`src/rtl/hello_world.sv`:
```
// hello_world: two-input registered logic cell behind the input pads.
// Each asynchronous pad input is synchronised into the clk domain and then
// glitch-filtered. The two filtered values are combined by a Boolean
// function chosen at compile time, and the result is registered onto the
// output pad.
//
// Parameters:
//   SYNC_STAGES  synchroniser depth per input (2..4)
//   FILTER_LEN   cycles a new synchronised value must hold before it is
//                accepted (1..15)
//   FUNC         0 = AND, 1 = OR, 2 = XOR, 3 = NAND
//
// Ports:
//   clk      rising-edge clock
//   rst_n    asynchronous active-low reset
//   a, b     asynchronous pad inputs
//   out      registered FUNC(a_f, b_f)
//   out_chg  one-cycle pulse in the cycle out takes a new value

// hello_world_in: one synchroniser chain followed by a hold-time filter.
//   clk, rst_n  as above
//   d           asynchronous pad input
//   q           filtered, synchronised value (x_f)
module hello_world_in #(
   parameter int unsigned SYNC_STAGES = 2,
   parameter int unsigned FILTER_LEN  = 4
) (
   input  logic clk,
   input  logic rst_n,
   input  logic d,
   output logic q
);

   localparam logic [3:0] CNT_MAX = 4'(FILTER_LEN - 1);

   logic [SYNC_STAGES-1:0] sync;
   logic                   x_s;
   logic                   x_f;
   logic [3:0]             x_cnt;

   always_ff @(posedge clk or negedge rst_n) begin
      if (!rst_n) begin
         sync <= '0;
      end else begin
         sync <= {sync[SYNC_STAGES-2:0], d};
      end
   end

   assign x_s = sync[SYNC_STAGES-1];

   // The counter restarts whenever the synchronised value returns to the
   // accepted value, so only an unbroken run of FILTER_LEN cycles is taken.
   always_ff @(posedge clk or negedge rst_n) begin
      if (!rst_n) begin
         x_f   <= 1'b0;
         x_cnt <= '0;
      end else if (x_s == x_f) begin
         x_cnt <= '0;
      end else if (x_cnt == CNT_MAX) begin
         x_f   <= x_s;
         x_cnt <= '0;
      end else begin
         x_cnt <= x_cnt + 4'd1;
      end
   end

   assign q = x_f;

endmodule

module hello_world #(
   parameter int unsigned SYNC_STAGES = 2,
   parameter int unsigned FILTER_LEN  = 4,
   parameter logic [1:0]  FUNC        = 2'd0
) (
   input  logic clk,
   input  logic rst_n,
   input  logic a,
   input  logic b,
   output logic out,
   output logic out_chg
);

   // FUNC(0,0): only NAND yields 1 for two zero inputs.
   localparam logic OUT_RST = (FUNC == 2'd3);

   logic a_f;
   logic b_f;
   logic f_val;

   hello_world_in #(
      .SYNC_STAGES (SYNC_STAGES),
      .FILTER_LEN  (FILTER_LEN)
   ) u_in_a (
      .clk   (clk),
      .rst_n (rst_n),
      .d     (a),
      .q     (a_f)
   );

   hello_world_in #(
      .SYNC_STAGES (SYNC_STAGES),
      .FILTER_LEN  (FILTER_LEN)
   ) u_in_b (
      .clk   (clk),
      .rst_n (rst_n),
      .d     (b),
      .q     (b_f)
   );

   always_comb begin
      f_val = 1'b0;
      case (FUNC)
         2'd0:    f_val = a_f & b_f;
         2'd1:    f_val = a_f | b_f;
         2'd2:    f_val = a_f ^ b_f;
         default: f_val = ~(a_f & b_f);
      endcase
   end

   // out resets to FUNC(0,0), matching the reset state of the filters, so
   // the first edge after release never sees a difference and no spurious
   // out_chg pulse appears.
   always_ff @(posedge clk or negedge rst_n) begin
      if (!rst_n) begin
         out     <= OUT_RST;
         out_chg <= 1'b0;
      end else begin
         out     <= f_val;
         out_chg <= (f_val != out);
      end
   end

endmodule

```
`config.mk`:
```
export PLATFORM = sky130hd
export DESIGN_NAME = hello_world
export DESIGN_NICKNAME = d
export VERILOG_FILES = /design/src/rtl/hello_world.sv
export SDC_FILE = /design/constraint.sdc
export NUM_CORES = 1
export LEC_CHECK = 0
export BUFFER_PORTS_ARGS = -buffer_cell sky130_fd_sc_hd__buf_4
export CAP_MARGIN = 15
export CELL_PAD_IN_SITES_DETAIL_PLACEMENT = 0
export CELL_PAD_IN_SITES_GLOBAL_PLACEMENT = 2
export CORE_ASPECT_RATIO = 0.9
export CORE_MARGIN = 4
export CORE_UTILIZATION = 41
export CTS_CLUSTER_SIZE = 40
export DETAILED_ROUTE_END_ITERATION = 10
export HOLD_SLACK_MARGIN = 0.1
export PLACE_DENSITY = 0.8
export SYNTH_ARGS = -nofsm -noshare
export SYNTH_HDL_FRONTEND = slang
export SYNTH_SLANG_ARGS = --single-unit
export TNS_END_PERCENT = 10
```
`constraint.sdc`:
```
create_clock -name clk -period 3 [get_ports clk]
set_clock_uncertainty 0.2 [all_clocks]
set_input_delay 0.45 -clock clk [delete_from_list [all_inputs] [get_ports clk]]
set_output_delay 0.45 -clock clk [all_outputs]
set_load 0.005 [all_outputs]
```
# Yosys cells after proc, flatten, opt, wreduce, memory -nomap -nowiden
# Index checks and enable logic that the tools add are counted.
# W data, S select, Z words.
[totals]
ff_bits = 16
in_bits = 4
output_inout_bits = 2
word_cells = 24
[classes]
n_addsub = 2
eq_ne = 5
mux = 4
bitwise_logic = 3
n_reduce_logical = 2
[ops]
columns = ["cell", "count"]
rows = [
  ["$mux W4", 4],
  ["$add A4 B1 Y4 const B", 2],
  ["$eq A4 B2 Y1 const B", 2],
  ["$reduce_and A2 Y1", 2],
  ["$eq A1 B1 Y1", 2],
  ["$not A1 Y1", 2],
  ["$and A1 B1 Y1", 1],
  ["$ne A1 B1 Y1", 1],
]

# Depth between registers and ports, before layout
[depth]
word_depth = 3
depth_mapped = 3
ltp_nobuf = 3

# Modules after synthesis
# A second synthesis with hierarchy kept.
[unflattened]
hier_cells = 44
area_unflattened_um2 = 659.4
[by_module_without_submodules]
columns = ["module", "instances", "cells_per_inst", "area_per_inst_um2", "seq_area_each_um2"]
rows = [
  ["hello_world_in (u_in_b)", 1, 20, 304.0, 175.2],
  ["hello_world_in (u_in_a)", 1, 20, 280.3, 175.2],
  ["hello_world", 1, 4, 75.1, 50.0],
]

# Least setup slack after synthesis
# No wires, ideal clock.
[synth_path]
path_type = "register -> register"
startpoint = "register u_in_a.x_cnt[0]"
endpoint = "register u_in_a.x_f, in the netlist u_in_a.q"
setup_time_ps = 125
arrival_ps = 1041
slack_ps = 1634
stages_incl_launch_ff = 4
n_path_buf = 0
period_less_slack_ps = 1366
path_cell_list = "dfrtp_1 ha_1 nor3b_2 mux2_2"
[synth_between]
elab_chain_len = 2
[synth_rtl]
columns = ["item", "line", "text"]
rows = [
  ["start: declaration", "39", "logic [3:0] x_cnt;"],
  ["start signal: assignment", "63", "x_cnt <= x_cnt + 4'd1;"],
  ["$eq A4 B2 Y1", "59", "end else if (x_cnt == CNT_MAX) begin"],
  ["$reduce_and A2 Y1 (no line)", "n/a", ""],
  ["end signal: assignment", "60", "x_f <= x_s;"],
  ["end: declaration", "38", "logic x_f;"],
]
# Every way passes these cells.
# A chain may end at the register's enable or synchronous reset.

# Worst setup path after layout
# Ends and elaborated chain as after synthesis.

==> impl_metrics.ini <==
[finish]
synthToLayoutAreaGrowth_pct = 17.4
num_antenna_cells = 0
fin_cells = 70
drive_gt1_frac = 0.273
nets = 63
fillerInstances = 125

[die]
die_x_um = 49.2
die_h_um = 45.1
dieArea_um2 = 2220
fp.coreArea_um2 = 1450
placementRows = 13
io_pins = 6
start_util = 0.433

[synth]
synthCells = 44
synth_area_leader_cell = dfrtp_1
yosysWarnings = 0
ys_types = 15
synth_common_cells = 16 x dfrtp_1, 4 x a21oi_1
synthTopCellsByArea = dfrtp_1 64%, ha_1 4.0%, nor3b_2 4.0%
syn_nets = 50
ys_seq_area_frac = 0.639
synth_top_area_share = 0.639
async_flop_share = 1.00
ys_ff_latch = 16
syn-cell-area_um2 = 627
yosysMostFrequentCell = dfrtp_1
yosys_most_used_dff = dfrtp_1
synth_edf_count = 0
avgSynthCellArea_um2 = 14.2

[detailed_routing]
drt-pass1-iter-count = 4
vias = 369
vias_per_cell = 5.27
drt_wl_total_um = 1010
drc = 0
routedWlPerCell_um = 14.4
ant_nets = 0
drtIter0Drc = 2

[critical_path]
r2r-end = u_in_a.q
crit_end = u_in_a.q
worstRegToRegCells = 3
crit_required_ns = 2.96
critical_path.startpoint = u_in_a.x_cnt[0]
path_max_fanout = 4
worstPathArrival_ns = 1.45
cp-start-kind = flop
reg2reg_from = u_in_a.x_cnt[0]
crit_type = flop to flop
critPathCaptureType = flop
r2r_setup_slack_ns = 1.51

[worst_hold_path]
min_from = u_in_a.sync[0]
min_path_type = flop to flop
hold_depth = 0

[clock_network]
cts_setup_buffers = 0
clk_latency_ns = 0.27
cts.htree.levels = 1
clkTransAtPathRegs_ns = 0.08
cts_root_buf = clkbuf_4
cts.sinks = 16
clockBufferDepth = 2
tritoncts.num_buffers = 3
cts_tree = done
cts-resized-gates = 0

[global_routing]
antenna_found_initial = 0
grt_start_max_net_pins = 17
grt_pass1_vias = 430
track_usage = 0.122
grt_pass1_wl_um = 1930
grt_overflow = 0

[power_and_ir_drop]
powerDensity_nw_per_um2 = 748
ir_worst_vdd_uv = 428
comb_power_share = 0.255
seqPwrFrac = 0.556
clockPowerShare = 0.188
intPower_uw = 392
p_leak_uw = 0.000332
switching_share = 0.288
power_switching_uw = 158

[status]
status = finished, final reports clean

[run]
max_cap_violations = 0

[sta]
finalCritPeriodShare = 0.498
hold_ws_ns = 0.160
grt_setup_unrepaired = no
min_period_ns = 1.49
relSlewSlack = 0.762
timing.setup.tns_ns = 0
tightest_slew_ns = 0.355
max_freq_mhz = 670
maxSlewViolCount = 0
setup_viol_count_final = 0
hold_viol = 0

[placed_design]
placed_cells = 64
dp_hpwl_um = 769
place_congestion = 0.706
portBuffers = 5
## cell usage in the layout, fill, tap and decap left out, types with 2 or more instances in the layout
master         count
dfrtp_1           16
buf_4              5
a21oi_1            4
clkbuf_4           3
dlygate4sd3_1      3
nand3b_1           2
nand2b_1           2
xnor2_1            2
nor2b_1            2
nor3b_2            2
nor3_1             2
and4_1             2
nor2_1             2
nor4_2             2
mux2_2             2
ha_1               2
## metrics by stage
stage | instance area (um^2) | power (uW) | util | setup slack, ns
final | 736 | 550 | 0.508 | 1.51
after global routing | 736 | 596 | 0.508 | 1.39
after CTS | 736 | 563 | 0.508 | 1.49
after detailed placement | 683 | 450 | 0.472 | 1.51
after global placement | 683 | 432 | 0.472 | 1.58
after floorplan | 627 | 395 | - | 1.63
## sequential cells by signal (all words and copies together) (netlist names)
| name | flops |
|---|---|
| u_in_b.q | 1 |
| u_in_a.x_cnt | 4 |
| u_in_a.sync | 2 |
| u_in_b.x_cnt | 4 |
| u_in_b.sync | 2 |
| out_chg | 1 |
| u_in_a.q | 1 |
| out | 1 |
## worst max-delay path, cell delays in order, from the launching register on
cell     delay (ns)
dfrtp_1        0.40
ha_1           0.19
nor3b_2        0.22
mux2_2         0.36
## what timing repair did
item,4_1_cts,5_1_grt
endpoints found under the hold margin,18,0
setup endpoints to repair,0,0
hold buffers,3,0
## power by group through the flow
stage | Combinational, uW | Sequential, uW | Clock, uW
final | 141 | 306 | 104
after global routing | 158 | 314 | 124
after CTS | 144 | 306 | 113
after detailed placement | 140 | 310 | 0
after global placement | 129 | 303 | 0
after floorplan | 94.0 | 301 | 0
## routing by layer
layer,GRT usage,vias to the layer above,part of all wire
li1,-,179,-
met1,0.134,181,0.42
met2,0.211,7,0.54
met3,0.0297,2,0.031
met4,0.0852,0,0.0090
met5,0,-,0
## cell families (layout without fill, tap and decap cells)
group | Yosys count | in the layout | synth area share
buf+inv | 0 | 11 | 0
fa+ha+maj | 2 | 2 | 0.0399
simple gates | 17 | 17 | 0.212
mux | 2 | 2 | 0.0359
flops | 16 | 16 | 0.639
compound gates | 4 | 4 | 0.0319
xor+xnor | 3 | 3 | 0.0419
## area by class of cell
type / instances / area [um^2] / share of cell area
Clock buffer: 3 / 22.5 / 0.0306
Multi-Input combinational cell: 28 / 226 / 0.308
Sequential cell: 16 / 400 / 0.544
Tap cell: 15 / 18.8 / 0.0255
Timing Repair Buffer: 8 / 67.6 / 0.0918
## worst min-delay path by stage
stage / endpoint / slack (ns)
2_1_floorplan: out / -0.05
3_3_place_gp: u_in_b.sync[1] / 0.11
3_5_place_dp: u_in_b.x_cnt[0] / 0.12
4_1_cts: u_in_a.sync[1] / 0.17
5_1_grt: u_in_a.sync[1] / 0.19
6_report: u_in_a.sync[1] / 0.16
Note: power is estimated with default switching activity, not from simulation.
